File: config.mk
export PLATFORM = sky130hd
export DESIGN_NAME = lp_feeder
export DESIGN_NICKNAME = d
export VERILOG_FILES = /design/src/rtl/lp_pkg.sv /design/src/rtl/lp_entry_check.sv /design/src/rtl/lp_feeder.sv
export SDC_FILE = /design/constraint.sdc
export NUM_CORES = 1
export LEC_CHECK = 0
export CORE_MARGIN = 1.5
export CORE_UTILIZATION = 40
export CTS_BUF_LIST = sky130_fd_sc_hd__clkbuf_4 sky130_fd_sc_hd__clkbuf_8
export DETAILED_ROUTE_END_ITERATION = 7
export DONT_BUFFER_PORTS = 1
export PLACE_DENSITY = 0.64
export SLEW_MARGIN = 5
export SYNTH_ARGS = -nofsm -noshare
export SYNTH_HDL_FRONTEND = slang
export SYNTH_SLANG_ARGS = --single-unit
File: constraint.sdc
create_clock -name clk -period 5.55 [get_ports clk]
set_input_delay 1.3875 -clock clk [delete_from_list [all_inputs] [get_ports clk]]
set_output_delay 1.3875 -clock clk [all_outputs]
set_load 0.01 [all_outputs]
File: src/rtl/lp_pkg.sv
// Shared types and constants for the LP problem feeder.
package lp_pkg;

  localparam int unsigned NUM_ENTRIES = 7;
  localparam int unsigned NUM_CONS    = 6;
  localparam int unsigned A_W         = 6;
  localparam int unsigned B_W         = 12;

  typedef logic signed [A_W-1:0] coef_t;
  typedef logic signed [B_W-1:0] rhs_t;

  localparam coef_t COEF_POS  = coef_t'(1);
  localparam coef_t COEF_NEG  = coef_t'(-1);
  localparam coef_t COEF_ZERO = coef_t'(0);

  localparam rhs_t RESULT_TIMEOUT = rhs_t'(-2048);

  typedef enum logic [2:0] {
    StIdle,
    StCheck,
    StSend,
    StWait,
    StFin
  } state_e;

endpackage

File: src/rtl/lp_entry_check.sv
// Combinational sanity check of the six constraint rows: each unit bound
// (+x, -x, +y, -y) appears exactly once and exactly two rows are general.
module lp_entry_check
  import lp_pkg::*;
(
  input  coef_t a1 [NUM_CONS],
  input  coef_t a2 [NUM_CONS],
  output logic  pass
);

  logic [2:0] cnt_px, cnt_nx, cnt_py, cnt_ny, cnt_other;

  always_comb begin
    cnt_px    = '0;
    cnt_nx    = '0;
    cnt_py    = '0;
    cnt_ny    = '0;
    cnt_other = '0;
    for (int i = 0; i < NUM_CONS; i++) begin
      if (a1[i] == COEF_POS && a2[i] == COEF_ZERO) begin
        cnt_px = cnt_px + 3'd1;
      end else if (a1[i] == COEF_NEG && a2[i] == COEF_ZERO) begin
        cnt_nx = cnt_nx + 3'd1;
      end else if (a1[i] == COEF_ZERO && a2[i] == COEF_POS) begin
        cnt_py = cnt_py + 3'd1;
      end else if (a1[i] == COEF_ZERO && a2[i] == COEF_NEG) begin
        cnt_ny = cnt_ny + 3'd1;
      end else begin
        cnt_other = cnt_other + 3'd1;
      end
    end
    pass = (cnt_px == 3'd1) && (cnt_nx == 3'd1) && (cnt_py == 3'd1) &&
           (cnt_ny == 3'd1) && (cnt_other == 3'd2);
  end

endmodule

File: src/rtl/lp_feeder.sv
// Holds a small 2-variable LP problem, validates it, streams it to a solver
// and captures the solver's answer with a bounded wait.
module lp_feeder
  import lp_pkg::*;
#(
  parameter int unsigned TIMEOUT_CYCLES = 1048575
) (
  input  logic                  clk,
  input  logic                  rst_n,
  input  logic                  cfg_we,
  input  logic [2:0]            cfg_addr,
  input  logic signed [A_W-1:0] cfg_a1,
  input  logic signed [A_W-1:0] cfg_a2,
  input  logic signed [B_W-1:0] cfg_b,
  input  logic                  start,
  output logic                  busy,
  output logic                  lp_in_valid,
  output logic signed [A_W-1:0] lp_in_a1,
  output logic signed [A_W-1:0] lp_in_a2,
  output logic signed [B_W-1:0] lp_in_b,
  input  logic                  lp_out_valid,
  input  logic signed [B_W-1:0] lp_out_max_value,
  output logic                  done,
  output logic signed [B_W-1:0] result,
  output logic                  cfg_err,
  output logic                  timeout
);

  localparam int unsigned CntW = (TIMEOUT_CYCLES > 2) ? $clog2(TIMEOUT_CYCLES) : 1;
  localparam logic [CntW-1:0] CntLast = CntW'(TIMEOUT_CYCLES - 1);

  state_e          state_q, state_d;
  coef_t           a1_q [NUM_ENTRIES];
  coef_t           a2_q [NUM_ENTRIES];
  rhs_t            b_q  [NUM_ENTRIES];
  logic [2:0]      beat_q;
  logic [CntW-1:0] wait_cnt_q;
  rhs_t            result_q;
  logic            cfg_err_q, timeout_q;

  coef_t chk_a1 [NUM_CONS];
  coef_t chk_a2 [NUM_CONS];
  logic  check_pass;
  logic  last_beat, wait_expired;

  always_comb begin
    for (int i = 0; i < NUM_CONS; i++) begin
      chk_a1[i] = a1_q[i+1];
      chk_a2[i] = a2_q[i+1];
    end
  end

  lp_entry_check u_entry_check (
    .a1   (chk_a1),
    .a2   (chk_a2),
    .pass (check_pass)
  );

  assign last_beat    = (beat_q == 3'(NUM_ENTRIES - 1));
  assign wait_expired = (wait_cnt_q == CntLast);

  always_ff @(posedge clk or negedge rst_n) begin
    if (!rst_n) begin
      state_q <= StIdle;
    end else begin
      state_q <= state_d;
    end
  end

  always_comb begin
    state_d = state_q;
    case (state_q)
      StIdle:  if (start) state_d = StCheck;
      StCheck: state_d = check_pass ? StSend : StFin;
      StSend:  if (last_beat) state_d = StWait;
      // A response in the final counted cycle wins over the timeout.
      StWait:  if (lp_out_valid || wait_expired) state_d = StFin;
      StFin:   state_d = StIdle;
      default: state_d = StIdle;
    endcase
  end

  always_comb begin
    busy        = (state_q != StIdle);
    done        = (state_q == StFin);
    lp_in_valid = (state_q == StSend);
    lp_in_a1    = '0;
    lp_in_a2    = '0;
    lp_in_b     = '0;
    if (lp_in_valid) begin
      lp_in_a1 = a1_q[beat_q];
      lp_in_a2 = a2_q[beat_q];
      // Objective row carries no right-hand side.
      if (beat_q != 3'd0) lp_in_b = b_q[beat_q];
    end
  end

  assign result  = result_q;
  assign cfg_err = cfg_err_q;
  assign timeout = timeout_q;

  always_ff @(posedge clk or negedge rst_n) begin
    if (!rst_n) begin
      for (int i = 0; i < NUM_ENTRIES; i++) begin
        a1_q[i] <= '0;
        a2_q[i] <= '0;
        b_q[i]  <= '0;
      end
      beat_q     <= '0;
      wait_cnt_q <= '0;
      result_q   <= '0;
      cfg_err_q  <= 1'b0;
      timeout_q  <= 1'b0;
    end else begin
      if (state_q == StIdle && cfg_we) begin
        for (int i = 0; i < NUM_ENTRIES; i++) begin
          if (cfg_addr == 3'(i)) begin
            a1_q[i] <= cfg_a1;
            a2_q[i] <= cfg_a2;
            b_q[i]  <= cfg_b;
          end
        end
      end
      case (state_q)
        StCheck: begin
          cfg_err_q <= !check_pass;
          timeout_q <= 1'b0;
          beat_q    <= '0;
        end
        StSend: begin
          beat_q     <= beat_q + 3'd1;
          wait_cnt_q <= '0;
        end
        StWait: begin
          if (lp_out_valid) begin
            result_q <= lp_out_max_value;
          end else if (wait_expired) begin
            timeout_q <= 1'b1;
            result_q  <= RESULT_TIMEOUT;
          end else begin
            wait_cnt_q <= wait_cnt_q + 1'b1;
          end
        end
        default: ;
      endcase
    end
  end

endmodule

---- Word level (Yosys, flattened, before mapping) ----
Cells that the tools add are included.
cells by class
  order comparisons ....................... 1
  mux-type cells .......................... 111
  reduce and logical (&&, ||, !) cells .... 62
  bitwise operators ....................... 1
  equal/unequal tests ..................... 47
  add/subtract/negate cells ............... 27
operators with widths
  kind                   number
  $mux 3                 83
  $add 3x1->3 const B    25
  $eq 6x1->1 const B     12
  $eq 6x2->1 const B     12
  $logic_not 6->1        12
  $mux 12                6
  $mux 20                2
  $pmux 20 s2            1
  $bmux 12 s3            1
  $bmux 6 s3             2
  $mux 6                 6
  $logic_and 1x1->1      29
  $add 20x1->20 const B  1
  $eq 20x20->1 const B   1
  $eq 3x1->1 const B     6
  $reduce_and 2->1       8
  $eq 3x2->1 const B     5
  $eq 3x3->1 const B     5
  $pmux 3 s4             1
  $ne 2x2->1 const B     5
  $reduce_and 3->1       3
  $reduce_bool 2->1      4
  $mux 1                 7
  $logic_not 3->1        2
  9 further kinds        10
storage, ports and cells
  word-level logic and storage cells ...... 276
  output and inout port bits .............. 41
  input port bits ......................... 44
  register bits after elaboration ......... 208

---- Depth between registers and ports, before layout ----
Gate-level depths: netlist (run 1).
  depth after elaboration ................. 36
  depth in mapped cells ................... 25
  depth with buffers taken out ............ 25

---- By module ----
From an unflattened synthesis (run 1), not the netlist that was laid out.
unflattened totals
  cell total of the unflattened synthesis .. 996
  area total of the unflattened synthesis .. 11651.2 sq um
by module, submodules not included
  module          cells an instance  times used  area an instance (sq um)
  lp_feeder       737                1           9711.8
  lp_entry_check  259                1           1939.4

---- Least setup slack after synthesis (run 1) ----
OpenSTA, ideal clock, no wires.
  path kind ............................... reg-to-reg
  start ................................... register a1_q[25] (netlist bit)
  end ..................................... register cfg_err_q (netlist: cfg_err)
  setup time .............................. 125 ps
  clock period less this slack ............ 5116 ps
  required time ........................... 5425 ps
  slack ................................... 434 ps
  arrival ................................. 4991 ps
  stages on the path, launching flop included .. 24
  cell sequence ........................... dfrtp_1 -> or3_1 -> nor4_1 -> nand4_1 -> inv_1 -> ha_1 -> mux2_2 -> ha_1 -> nand2_1 -> nand2_1 -> ha_1 -> inv_1 -> a22oi_1 -> ha_1 -> mux2_2 -> ha_1 -> nand3_1 -> xnor2_1 -> xnor3_1 -> nor4_1 -> o211ai_1 -> a211oi_2 -> nand3_2 -> mux2_4
between the ends
  longest elaborated chain between the ends .. 30
RTL lines
  what                               line                                        RTL
  from (decl)                        lp_feeder.sv:33                             coef_t a1_q [NUM_ENTRIES];
  from (signal, indexed assignment)  lp_feeder.sv:118                            a1_q[i] <= cfg_a1;
  $logic_not 6->1                    lp_entry_check.sv:24, lp_entry_check.sv:26
  $logic_and 1x1->1                  lp_entry_check.sv:26                        end else if (a1[i] == COEF_ZERO && a2[i] == COEF_NEG) begin
  $mux 3                             lp_entry_check.sv:26
  $mux 3                             lp_entry_check.sv:24                        end else if (a1[i] == COEF_ZERO && a2[i] == COEF_POS) begin
  $mux 3                             lp_entry_check.sv:22                        end else if (a1[i] == COEF_NEG && a2[i] == COEF_ZERO) begin
  $mux 3                             lp_entry_check.sv:20                        if (a1[i] == COEF_POS && a2[i] == COEF_ZERO) begin
  $add 3x1->3                        lp_entry_check.sv:27                        cnt_ny = cnt_ny + 3'd1;
  $mux 3                             lp_entry_check.sv:26
  [14 not listed]                    n/a
  $mux 3                             lp_entry_check.sv:26
  $mux 3                             lp_entry_check.sv:24
  $mux 3                             lp_entry_check.sv:22
  $mux 3                             lp_entry_check.sv:20
  $eq 3x1->1                         lp_entry_check.sv:33                        (cnt_ny == 3'd1) && (cnt_other == 3'd2);
  $logic_and 1x1->1                  lp_entry_check.sv:32                        pass = (cnt_px == 3'd1) && (cnt_nx == 3'd1) && (cnt_py == 3'd1) &&
  $logic_and 1x1->1 (*)              lp_entry_check.sv:33
  $logic_not 1->1 (*)                lp_feeder.sv:126                            cfg_err_q <= !check_pass;
  to (signal assigned)               lp_feeder.sv:126
  to (decl)                          lp_feeder.sv:39                             logic cfg_err_q, timeout_q;
Mark *: on every way between the ends. The rest lies on a longest branch, timed or not.
A chain may end at the register's enable or synchronous reset.

---- Final worst setup path (run 1) ----
  start ................................... register a2_q[25] (netlist bit)
  end ..................................... register cfg_err_q (netlist: cfg_err)
between the ends
  longest elaborated chain between the ends .. 30
RTL lines
  what                               line                  RTL
  from (decl)                        lp_feeder.sv:34       coef_t a2_q [NUM_ENTRIES];
  from (signal, indexed assignment)  lp_feeder.sv:119      a2_q[i] <= cfg_a2;
  $eq 6x1->1                         lp_entry_check.sv:26
  $logic_and 1x1->1                  lp_entry_check.sv:26
  $mux 3                             lp_entry_check.sv:26
  $mux 3                             lp_entry_check.sv:24
  $mux 3                             lp_entry_check.sv:22
  $mux 3                             lp_entry_check.sv:20
  $add 3x1->3                        lp_entry_check.sv:27
  $mux 3                             lp_entry_check.sv:26
  [14 not listed]                    n/a
  $mux 3                             lp_entry_check.sv:26
  $mux 3                             lp_entry_check.sv:24
  $mux 3                             lp_entry_check.sv:22
  $mux 3                             lp_entry_check.sv:20
  $eq 3x1->1                         lp_entry_check.sv:33
  $logic_and 1x1->1                  lp_entry_check.sv:32
  $logic_and 1x1->1 (*)              lp_entry_check.sv:33
  $logic_not 1->1 (*)                lp_feeder.sv:126
Marks and branches as above.

==> impl_results.rst, run 1 <==
.. list-table::
   :header-rows: 1

   * - Metric
     - Value
   * - Number of placed cells counting well taps
     - about 1.4k
   * - Final instance area
     - approximately 0.013 mm²
   * - Simple-gate portion of the synthesized area
     - between 10 and 15%
   * - Share of the yosys chip area belonging to registers
     - 44.63%
   * - Floorplan Core Area
     - approximately 0.029 mm²
   * - Max-Cap Viols
     - 0
   * - Average wire length per cell after detail routing
     - 19.55 µm
   * - Routed wire length
     - approximately 28000 µm
   * - Worst endpoint data arrival time
     - 5.72 ns
   * - Crit. End Element
     - flop
   * - Number of synthesized flops with an enable pin
     - 0
   * - Max-slew violation count
     - 0
   * - Terminating pin of the worst hold path
     - b_q[44]
   * - Measured slew at the worst slew-check pin
     - around 1.2 ns
   * - Effective utilization at floorplan
     - 40.63%
   * - Floorplan die height
     - around 170 µm
   * - Most used standard cells in the synthesized netlist
     - 208 x dfrtp_1, 175 x mux2_2, 95 x nor2_1
   * - Worst hold-check path type
     - reg -> reg
   * - Combinational group share of total power
     - between 30% and 40%
   * - R2r startpoint
     - a2_q[25]
   * - Yosys top cell area share
     - between 40% and 50%
   * - Max rail drop VDD
     - 0.0002662 V
   * - NumNets Final
     - ~1.1k
   * - Worst relative slew slack
     - a little over a fifth
   * - Number of cells on the worst hold path
     - 1
   * - Via density per instance
     - ~5.5
   * - Leak pwr
     - approximately 5.5 nW
   * - Power spent charging and discharging nets
     - just over 2 mW
   * - Final hold violations
     - 0
   * - Minimum clock period after layout
     - between 5 and 6 ns
   * - Area added between synthesis and finish
     - 10.69%
   * - Tot GR Track Use
     - 19.02%
   * - Placed cell areas
     - 0.01208 mm²
   * - Post-synthesis sequential element count
     - between 200 and 250
   * - N_diodes
     - 0
   * - Reg-to-Reg End
     - cfg_err
   * - Combinational family with the most area after synthesis
     - multiplexers
   * - Distinct cell type count after synthesis
     - 75
   * - Outcome
     - finished, final reports clean
   * - H-tree levels
     - 2
   * - Worst setup SP type
     - flop
   * - Clock tree from TritonCTS
     - done
   * - Layout cell share with drive strength beyond 1
     - 31.21%
   * - Internal cell power
     - 4.093 mW
   * - Routability-driven placement congestion ratio
     - approximately 0.83
   * - Worst-case clock buffer depth
     - 3
   * - Number of primary I/O pins
     - 85
   * - Largest fanout on the critical path
     - 4
   * - Power density over the cells
     - ~470 mW/mm²
   * - Number of cells produced by synthesis
     - 1021
   * - Synthesized netlist net count
     - 1095
   * - Number of clock sinks
     - approximately 210
   * - Most common cell in the netlist
     - dfrtp_1
   * - Pin count of the biggest net entering global routing
     - around 210
   * - Part of the cycle the worst path needs
     - 95.74%
   * - Peak Freq
     - between 0.15 and 0.2 GHz
   * - Logic depth of the worst register-to-register path
     - 21
   * - Buffers added on ports
     - 0
   * - HPWL after detailed placement
     - roughly 19000 µm
   * - Leading cell types by total area after synthesis
     - dfrtp_1 45%, mux2_2 17%, mux4_2 4.6%, ha_1 3.2%, nor2_1 3.1%
   * - Via count of the first global-routing pass
     - slightly above 8k
   * - Share of synthesized registers carrying an async set or reset
     - 100.0%
   * - Width of the die
     - 173.8 µm
   * - Yosys top cell by area
     - dfrtp_1
   * - Number of antenna violations at the first check in global routing
     - 0
   * - Tightest hold margin
     - 0.5003 ns
   * - Clock network fraction of design power
     - 25.1%
   * - Filler cell count in the final layout
     - between 2k and 3k
   * - Clock slew at the register clock pins of the worst setup and hold paths
     - 0.06 ns
   * - Via count
     - about 7.9k
   * - Mean Syn Cell Area
     - 11.42 µm²
   * - Number of CTS-inserted buffers
     - 38
   * - Required time of the critical path
     - just under 6 ns
   * - Post-synthesis instance area
     - 0.01166 mm²
   * - Switching Fraction
     - about a third
   * - Start point of the worst min-delay path
     - b_q[44]
   * - Setup Total Neg Slack
     - 0 ns
   * - Die footprint
     - 0.03019 mm²
   * - Yosys warning count
     - 0
   * - Number of nets still failing antenna checks after routing
     - 0
   * - Adder-cell share of the synthesized area
     - ~3.2%
   * - Start-to-end type of the worst setup path
     - reg -> reg
   * - Fraction of synthesized cell area in xor and xnor cells
     - under 10%
   * - Clock insertion delay at the later pin of the skew report
     - ~0.52 ns
   * - Count of routing violations after the opening detailed-route iteration
     - 446
   * - Multiplexer area fraction after synthesis
     - roughly 24%
   * - Overflow left after global routing
     - 0
   * - Worst-case register-to-register setup slack
     - 0.24 ns
   * - Final routed DRC violation total
     - 0
   * - Global-route wire length before repair
     - about 46000 µm
   * - Most used flip-flop cell after synthesis
     - dfrtp_1
   * - Number of setup violations in the final report
     - 0
   * - Complex-gate fraction of the synthesized area
     - ~7.7%
   * - Number of cells in the finished layout apart from fillers
     - between 1k and 1.5k
   * - Buffer type at the clock tree root
     - clkbuf_8
   * - Iteration count of the initial detailed-routing pass
     - 4
   * - Share of total power in sequential cells
     - between 40% and 50%
   * - # rows
     - 62
   * - Setup Skew
     - about 0.021 ns
state kept, by name, indices dropped and copies added, names as in the netlist:
name and flops:
cfg_err 1, timeout 1, beat_q 3, wait_cnt_q 20, a1_q 42, a2_q 42
b_q 84, result 12, state_q 3
logic make-up after synthesis:
group / count (synthesis)
AND/OR/NAND/NOR: 305
multiplexers: 230
flip-flops: 208
AO/OA/AOI/OAI: 130
buffers and inverters: 78
XOR/XNOR: 40
adder cells (fa/ha/maj): 30
critical path: stages (launching register included):
cell and delay, ns:
dfrtp_1 0.39, or3_1 0.41, or4_4 0.52, nor2_1 0.12
ha_1 0.23, mux2_4 0.31, ha_1 0.33, nand2_1 0.06
o21ai_0 0.08, ha_1 0.29, a32oi_1 0.21, o31ai_2 0.14
ha_1 0.32, mux2_2 0.27, ha_1 0.18, nand3_1 0.07
xnor3_1 0.23, nor4_1 0.25, o211ai_1 0.14, a211oi_2 0.19
nand3_2 0.16, mux2_4 0.28
layout make-up:
cell class / instances / area [µm²] / area share [%]
Clock buffer: 59 / 743.2 / 5.758
Multi-Input combinational cell: 735 / 6195 / 47.99
Timing Repair Buffer: 16 / 120.1 / 0.9305
Clock inverter: 7 / 63.81 / 0.4943
Sequential cell: 208 / 5209 / 40.35
Tap cell: 384 / 480.5 / 3.722
Inverter: 26 / 97.59 / 0.7560
cell usage in the layout (no fill, tap or decap), types with 11 or more instances in the layout:
master / count
nor3_1: 16
a22o_1: 12
nor2_1: 93
nand2_1: 51
mux4_2: 24
clkbuf_4: 11
a211oi_1: 26
ha_1: 30
inv_1: 25
xor2_1: 18
a21oi_1: 39
mux2_2: 175
nand3_1: 32
nor4_1: 11
or3_1: 17
xnor2_1: 15
mux2i_1: 28
o21ai_0: 20
clkbuf_8: 48
buf_4: 16
dfrtp_1: 205
per-layer routing:
layer | track usage (%) | wire (µm) | vias to the layer above
li1 | - | - | 3761
met1 | 25.61 | 12880 | 3990
met2 | 31.42 | 13310 | 144
met3 | 3.969 | 1362 | 42
met4 | 4.562 | 501 | 0
met5 | 0 | 0 | -
power by group through the flow:
stage / clock network, mW / logic [mW] / registers [mW]
6_report: 1.53 / 1.86 / 2.72
5_1_grt: 1.66 / 2.05 / 2.82
4_1_cts: 1.58 / 1.87 / 2.72
3_5_place_dp: 0 / 1.86 / 2.74
3_3_place_gp: 0 / 1.82 / 2.72
2_1_floorplan: 0 / 1.60 / 2.50
worst max path at each step:
stage / startpoint / endpoint / slack, ns / cells after the start
6_report: a2_q[25] / cfg_err / 0.24 / 21
5_1_grt: a1_q[25] / cfg_err / -0.02 / 24
4_1_cts: a1_q[25] / cfg_err / 0.04 / 24
3_5_place_dp: a1_q[25] / cfg_err / 0.05 / 24
3_3_place_gp: a1_q[25] / cfg_err / 0.16 / 24
2_1_floorplan: a1_q[25] / cfg_err / 0.43 / 23
stage by stage:
step           worst slack, ns  util [%]  total power [mW]
6_report                0.2366     44.97             6.109
5_1_grt               -0.02461     44.97             6.528
4_1_cts                0.03589     44.91             6.165
3_5_place_dp           0.04870     42.10             4.603
3_3_place_gp            0.1638     42.10             4.543
2_1_floorplan           0.4340         -             4.095
repair_timing:
item,4_1_cts,5_1_grt
setup buffers,0,1
resized for setup,0,2
hold buffers,0,0
setup endpoints to repair,0,3
Note: power is estimated with default switching activity, not from simulation.
==> run 2, diff against run 1 <==
--- a/config.mk
+++ b/config.mk
@@ -5,7 +5,6 @@
 export SDC_FILE = /design/constraint.sdc
 export NUM_CORES = 1
 export LEC_CHECK = 0
-export CORE_MARGIN = 1.5
 export CORE_UTILIZATION = 40
 export CTS_BUF_LIST = sky130_fd_sc_hd__clkbuf_4 sky130_fd_sc_hd__clkbuf_8
 export DETAILED_ROUTE_END_ITERATION = 7
==> run 2 against run 1 <==
  * Core utilization fell by 0.078 points
  * Routed wire length increased by 1.4%
  * Combinational power barely moved
  * Critical path type unchanged
  * Count of clock-buffer cells in the layout decreased by 1
  * Design area decreased by 0.17%
  * Clock power decreased by 5%
  * Setup slack better by 0.095 ns
  * Non-clock buffer count fell by 1
  * Critical path depth unchanged
  * Register-to-register slack better by 0.09 ns
  * First-iteration DRC count is 4.5% higher
  * Die area shrank 1.1%
==> impl_results.rst, run 2 (synthesized netlist as in run 1, its figures left out) <==
.. list-table::
   :header-rows: 1

   * - Metric
     - Value
   * - Number of setup violations in the final report
     - 0 (unchanged)
   * - Number of primary I/O pins
     - 85 (unchanged)
   * - Worst setup SP type
     - flop
   * - Outcome
     - finished, final reports clean
   * - Number of nets still failing antenna checks after routing
     - 0 (unchanged)
   * - Worst endpoint data arrival time
     - 5.64 ns (-0.08 ns)
   * - Measured slew at the worst slew-check pin
     - 1.298 ns (+0.1348 ns)
   * - Final routed DRC violation total
     - 0 (unchanged)
   * - Clock insertion delay at the later pin of the skew report
     - 0.54 ns (+0.02 ns)
   * - Via count
     - 8043 (+1.3%)
   * - # rows
     - 62 (unchanged)
   * - Start-to-end type of the worst setup path
     - reg -> reg
   * - Setup Total Neg Slack
     - 0 ns (unchanged)
   * - Layer with the highest usage
     - met2
   * - Number of flip-flops under the largest register name
     - 84 (unchanged)
   * - Effective utilization at floorplan
     - 40.63% (unchanged)
   * - Number of CTS-inserted buffers
     - 38 (unchanged)
   * - FF/Latch Area
     - 0.005209 mm² (unchanged)
   * - Worst-case clock buffer depth
     - 3 (unchanged)
   * - Overflow left after global routing
     - 0 (unchanged)
   * - GR Util met3
     - 3.342% (-0.63 points)
   * - Buffer type at the clock tree root
     - clkbuf_8
   * - Via density per instance
     - 5.617 (+1.5%)
   * - Max-Cap Viols
     - 0 (unchanged)
   * - H-tree levels
     - 2 (unchanged)
   * - Leading registers by flop count
     - b_q (84), a1_q (42), a2_q (42)
   * - Routed wire length
     - 28450 µm (+1.4%)
   * - Minimum clock period after layout
     - 5.219 ns (-0.09472 ns)
   * - Required time of the critical path
     - 5.97 ns (+0.02 ns)
   * - Max rail drop VDD
     - 0.0003442 V (+29%)
   * - Worst hold-check path type
     - reg -> reg
   * - N_diodes
     - 0 (unchanged)
   * - Final hold violations
     - 0 (unchanged)
   * - Global routing usage on met1
     - 25.66% (+0.052 points)
   * - Met2 capacity usage during global routing
     - 33.01% (+1.6 points)
   * - Tot GR Track Use
     - 19.58% (+0.56 points)
   * - Crit. End Element
     - flop
   * - Largest register by flop count
     - b_q
   * - Clock slew at the register clock pins of the worst setup and hold paths
     - 0.06 ns (about the same)
   * - Reg-to-Reg End
     - cfg_err
   * - Die footprint
     - 0.02984 mm² (-1.1%)
   * - Part of the cycle the worst path needs
     - 94.03% (-1.7 points)
   * - Number of antenna violations at the first check in global routing
     - 0 (unchanged)
   * - Worst relative slew slack
     - 12.83% (-9.1 points)
   * - Area of the multi-input gates
     - 0.006226 mm² (+0.50%)
   * - HPWL after detailed placement
     - 19050 µm (about the same)
   * - Buffers added on ports
     - 0 (unchanged)
   * - Area added between synthesis and finish
     - 10.49%
   * - Width of the die
     - 172.8 µm (-0.58%)
   * - Total Power
     - 6.071 mW (-0.61%)
   * - R2r startpoint
     - a2_q[25]
   * - Floorplan die height
     - 172.8 µm (-0.58%)
   * - Max-slew violation count
     - 0 (unchanged)
   * - Number of buffers inserted by hold repair at cts
     - 0 (unchanged)
   * - Iteration count of the initial detailed-routing pass
     - 5 (+1)
   * - Most common cell after layout, fill and taps aside
     - dfrtp_1
   * - Start point of the worst min-delay path
     - b_q[52]
   * - Count of routing violations after the opening detailed-route iteration
     - 466 (+4.5%)
   * - Largest fanout on the critical path
     - 4 (unchanged)
   * - NumNets Final
     - 1098 (-0.091%)
   * - Average wire length per cell after detail routing
     - 19.87 µm (+1.6%)
   * - Setup Skew
     - 0.01558 ns (-0.005601 ns)
   * - Clock tree from TritonCTS
     - done
   * - Pin count of the biggest net entering global routing
     - 209 (unchanged)
   * - Tightest hold margin
     - 0.4999 ns (-0.0004370 ns)
   * - Via count of the first global-routing pass
     - 8395 (+2.6%)
   * - Power density over the cells
     - 471.2 mW/mm² (-0.44%)
   * - Unrepaired setup endpoints after global routing
     - false
   * - Number of clock sinks
     - 208 (unchanged)
   * - Floorplan Core Area
     - 0.02870 mm² (unchanged)
   * - Peak Freq
     - 0.1916 GHz (+1.8%)
   * - Layout cell share with drive strength beyond 1
     - 31.39% (+0.18 points)
   * - Leak pwr
     - 5.456 nW (-0.54%)
   * - Number of cells on the worst hold path
     - 1 (unchanged)
   * - Top library cells by usage in the layout, fill and taps aside
     - 205 x dfrtp_1, 175 x mux2_2, 93 x nor2_1, 51 x nand2_1, 44 x clkbuf_8
   * - Terminating pin of the worst hold path
     - b_q[52]
   * - Routability-driven placement congestion ratio
     - 0.8545 (+2.5%)
   * - Logic depth of the worst register-to-register path
     - 21 (unchanged)
   * - Worst-case register-to-register setup slack
     - 0.33 ns (+0.09 ns)
   * - Global-route wire length before repair
     - 46510 µm (+1.6%)
   * - Final standard cell utilization of the core
     - 44.90% (-0.078 points)
   * - Filler cell count in the final layout
     - 2697 (-1.7%)
-- run 2: cell count changes in the layout (fill, tap and decap cells not counted), sizes merged --
cell / before / now
bufinv: 1 / 0
clkbuf: 59 / 58
buf: 16 / 15
clkinv: 6 / 5
clkinvlp: 0 / 1
-- run 2: final cells by class --
type	instances	area share [%]
Clock buffer	58	5.515
Inverter	26	0.7574
Tap cell	384	3.729
Sequential cell	208	40.42
Timing Repair Buffer	15	0.8739
Multi-Input combinational cell	735	48.32
Clock inverter	6	0.3884
-- run 2: routing by layer --
layer | routed length, µm | vias to the layer above
met4 | 661 | 0
met5 | 0 | -
li1 | - | 3739
met2 | 13870 | 140
met1 | 12820 | 4121
met3 | 1091 | 43
-- run 2: where the power goes --
group | leakage [nW] | switching, mW | internal, mW
clock | 0.406 | 0.645 | 0.819
sequential | 2.60 | 0.579 | 2.15
combinational | 2.45 | 0.827 | 1.05
-- run 2: what timing repair did --
action | in CTS | in global routing
resized for setup | 1 | 6
gates cloned | 0 | 0
endpoints found under the setup margin | 2 | 3
setup buffers | 0 | 1
endpoints found under the hold margin | 0 | 0
pin swaps | 0 | 5
-- run 2: worst max path at each step --
stage | startpoint | slack (ns) | to
4_1_cts | a1_q[25] | 0.02 | cfg_err
2_1_floorplan | a1_q[25] | 0.43 | cfg_err
5_1_grt | a2_q[25] | 0.03 | cfg_err
6_report | a2_q[25] | 0.33 | cfg_err
3_3_place_gp | a1_q[25] | 0.08 | cfg_err
3_5_place_dp | a1_q[25] | -0.07 | cfg_err
-- run 2: worst max-delay path: stages (launching register included) --
cell and delay [ns]:
dfrtp_1 0.40, or3_1 0.42, or4_4 0.52, nor2_1 0.13, ha_1 0.24, mux2_4 0.31, ha_1 0.33, nand2_1 0.07
o21ai_0 0.08, ha_1 0.29, a32oi_1 0.19, o31ai_2 0.13, ha_1 0.31, mux2_2 0.27, ha_1 0.17, nand3_1 0.07
xnor3_1 0.24, nor4_2 0.21, o211ai_1 0.12, a211oi_2 0.17, nand3_2 0.16, mux2_4 0.29
-- run 2: metrics by stage --
| stage | setup slack, ns | std cells | instance area [µm²] |
|---|---|---|---|
| floorplan | 0.4340 | 1021 | 11660 |
| global placement | 0.08369 | 1367 | 12080 |
| detailed placement | -0.07154 | 1367 | 12080 |
| CTS | 0.02481 | 1431 | 12840 |
| global route | 0.02838 | 1432 | 12890 |
| finish | 0.3314 | 1432 | 12890 |
==> run 3, diff against run 2 <==
==> constraint.sdc (replaced) <==
create_clock -name clk -period 6.3 [get_ports clk]
set_input_delay 1.575 -clock clk [delete_from_list [all_inputs] [get_ports clk]]
set_output_delay 1.575 -clock clk [all_outputs]
set_load 0.01 [all_outputs]
==> run 3 against run 2 <==
  * Combinational power is 14% lower
  * Via count is 1.9% lower
  * Sequential cell count stayed put
  * Maximum frequency is 7.6% lower
  * Global-route usage is 0.19 points lower
  * Count of clock-buffer cells in the layout is 1 higher
  * Register-to-register slack better by 0.32 ns
  * Sequential power is 11% lower
  * Critical path depth is 2 higher
==> impl_results.rst, run 3 (synthesized netlist as in run 1, its figures left out) <==
.. list-table::
   :header-rows: 1

   * - Metric
     - Value
   * - Leak pwr
     - 5.492 nW (+0.67%)
   * - Measured slew at the worst slew-check pin
     - 1.142 ns (-0.1558 ns)
   * - Buffers added on ports
     - 0 (unchanged)
   * - Global-route wire length before repair
     - 45910 µm (-1.3%)
   * - Crit. End Element
     - flop
   * - Via count of the first global-routing pass
     - 8254 (-1.7%)
   * - Setup Skew
     - 0.01626 ns (+0.0006816 ns)
   * - Outcome
     - finished, final reports clean
   * - Part of the cycle the worst path needs
     - 89.66% (-4.4 points)
   * - Largest register by flop count
     - b_q
   * - Die footprint
     - 0.02984 mm² (unchanged)
   * - Filler cell count in the final layout
     - 2716 (+0.70%)
   * - Unrepaired setup endpoints after global routing
     - false
   * - Final routed DRC violation total
     - 0 (unchanged)
   * - Routed wire length
     - 28260 µm (-0.65%)
   * - # rows
     - 62 (unchanged)
   * - Post-CTS Resized
     - 0 (-1)
   * - Routability-driven placement congestion ratio
     - 0.8467 (-0.91%)
   * - Worst slack, placed
     - 0.6780 ns (+0.7495 ns)
   * - Number of nets still failing antenna checks after routing
     - 0 (unchanged)
   * - Post-layout worst setup margin
     - 0.6517 ns (+0.3203 ns)
   * - Number of CTS-inserted buffers
     - 38 (unchanged)
   * - H-tree levels
     - 2 (unchanged)
   * - Floorplan die height
     - 172.8 µm (unchanged)
   * - NumNets Final
     - 1096 (-0.18%)
   * - Leading registers by flop count
     - b_q (84), a1_q (42), a2_q (42)
   * - Tot GR Track Use
     - 19.39% (-0.19 points)
   * - Peak Freq
     - 0.1770 GHz (-7.6%)
   * - Area added between synthesis and finish
     - 10.95%
   * - Width of the die
     - 172.8 µm (unchanged)
   * - Worst hold-check path type
     - reg -> reg
   * - Top library cells by usage in the layout, fill and taps aside
     - 205 x dfrtp_1, 175 x mux2_2, 93 x nor2_1, 51 x nand2_1, 46 x clkbuf_8
   * - Start-to-end type of the worst setup path
     - reg -> reg
   * - Average wire length per cell after detail routing
     - 19.71 µm (-0.79%)
   * - HPWL after detailed placement
     - 19170 µm (+0.63%)
   * - Overflow left after global routing
     - 0 (unchanged)
   * - Max rail drop VDD
     - 0.0002273 V (-34%)
   * - Layout cell share with drive strength beyond 1
     - 30.95% (-0.44 points)
   * - Final hold violations
     - 0 (unchanged)
   * - Most common cell after layout, fill and taps aside
     - dfrtp_1
   * - Number of cells in the finished layout apart from fillers
     - 1434 (+0.14%)
   * - Number of placed cells counting well taps
     - 1366 (-0.073%)
   * - Buffer type at the clock tree root
     - clkbuf_8
   * - Power density over the cells
     - 423.9 mW/mm² (-10%)
   * - Via density per instance
     - 5.503 (-2.0%)
   * - Worst setup SP type
     - flop
   * - Worst-case clock buffer depth
     - 3 (unchanged)
   * - Floorplan Core Area
     - 0.02870 mm² (unchanged)
   * - Max-slew violation count
     - 0 (unchanged)
   * - Clock insertion delay at the later pin of the skew report
     - 0.54 ns (about the same)
   * - Number of flip-flops under the largest register name
     - 84 (unchanged)
   * - Max-Cap Viols
     - 0 (unchanged)
   * - Via count
     - 7891 (-1.9%)
   * - Minimum clock period after layout
     - 5.648 ns (+0.4297 ns)
   * - Largest fanout on the critical path
     - 4 (unchanged)
   * - Clock slew at the register clock pins of the worst setup and hold paths
     - 0.06 ns (about the same)
   * - Number of setup violations in the final report
     - 0 (unchanged)
   * - Number of clock sinks
     - 208 (unchanged)
   * - Worst endpoint data arrival time
     - 6.06 ns (+0.42 ns)
   * - Worst relative slew slack
     - 23.30% (+10 points)
   * - Setup repair bufs after CTS
     - 0 (unchanged)
   * - Number of buffers inserted by hold repair at cts
     - 0 (unchanged)
   * - Number of antenna violations at the first check in global routing
     - 0 (unchanged)
   * - Iteration count of the initial detailed-routing pass
     - 4 (-1)
   * - Setup Total Neg Slack
     - 0 ns (unchanged)
   * - Count of routing violations after the opening detailed-route iteration
     - 517 (+11%)
   * - N_diodes
     - 0 (unchanged)
   * - Effective utilization at floorplan
     - 40.63% (unchanged)
   * - Clock tree from TritonCTS
     - done
   * - Pin count of the biggest net entering global routing
     - 209 (unchanged)
   * - Required time of the critical path
     - 6.72 ns (+0.75 ns)
   * - Number of primary I/O pins
     - 85 (unchanged)
==> run 3: through the flow <==
step / utilization [%] / power (mW) / area, µm² / hold slack [ns]
3_5_place_dp: 42.05 / 4.063 / 12070 / 0.4903
5_1_grt: 45.08 / 5.851 / 12940 / 0.5134
4_1_cts: 45.08 / 5.535 / 12940 / 0.5037
2_1_floorplan: - / 3.607 / 11660 / 0.4752
6_report: 45.08 / 5.485 / 12940 / 0.4998
3_3_place_gp: 42.05 / 3.993 / 12070 / 0.4854
==> run 3: routing by layer <==
metal  global-route usage, %  vias up  share of wire [%]
met5                       0        -                  0
met4                   6.084        0                2.2
met3                   3.716       45                4.5
met2                   32.24      154                 48
met1                   25.57     3951                 46
li1                        -     3741                  -
==> run 3: path summary, 6_finish.rpt <==
check | start | cells past startpoint | endpoint | slack, ns
worst max-delay path | a1_q[25] | 23 | cfg_err | 0.65
worst min-delay path | b_q[54] | 1 | b_q[54] | 0.50
worst max register to register | a1_q[25] | 23 | cfg_err | 0.65
worst min register to register | b_q[54] | 1 | b_q[54] | 0.50
max in group asynchronous | rst_n | 0 | a2_q[4] | 5.12
min in group asynchronous | rst_n | 0 | wait_cnt_q[7] | 0.74
==> run 3: area by class of cell <==
cell class                 instances  area [µm²]  share of cell area, %
sequential                       208        5209                  40.25
clock inverter                     9       140.1                  1.083
timing repair buffer              13       97.59                 0.7542
inverter                          26       97.59                 0.7542
clock buffer                      59       730.7                  5.647
multi-input combinational        735        6185                  47.80
tap                              384       480.5                  3.713
==> run 3: report_power, final <==
group / internal, mW / switching [mW] / total (mW)
Sequential: 1.89 / 0.528 / 2.42
Combinational: 0.917 / 0.700 / 1.62
Clock: 0.868 / 0.583 / 1.45
==> run 3: worst max-delay path, stage by stage (launching register included) <==
cell	delay [ns]
dfrtp_1	0.40
or3_1	0.43
nor4_1	0.39
nand4_1	0.19
inv_1	0.09
ha_1	0.22
mux2_2	0.32
ha_1	0.33
nand2_1	0.07
nand2_1	0.06
ha_1	0.27
inv_1	0.03
a22oi_1	0.29
ha_1	0.31
mux2_2	0.28
ha_1	0.17
nand3_1	0.08
xnor2_1	0.14
xnor3_1	0.44
nor4_1	0.24
o211ai_1	0.14
a211oi_2	0.23
nand3_2	0.15
mux2_4	0.28
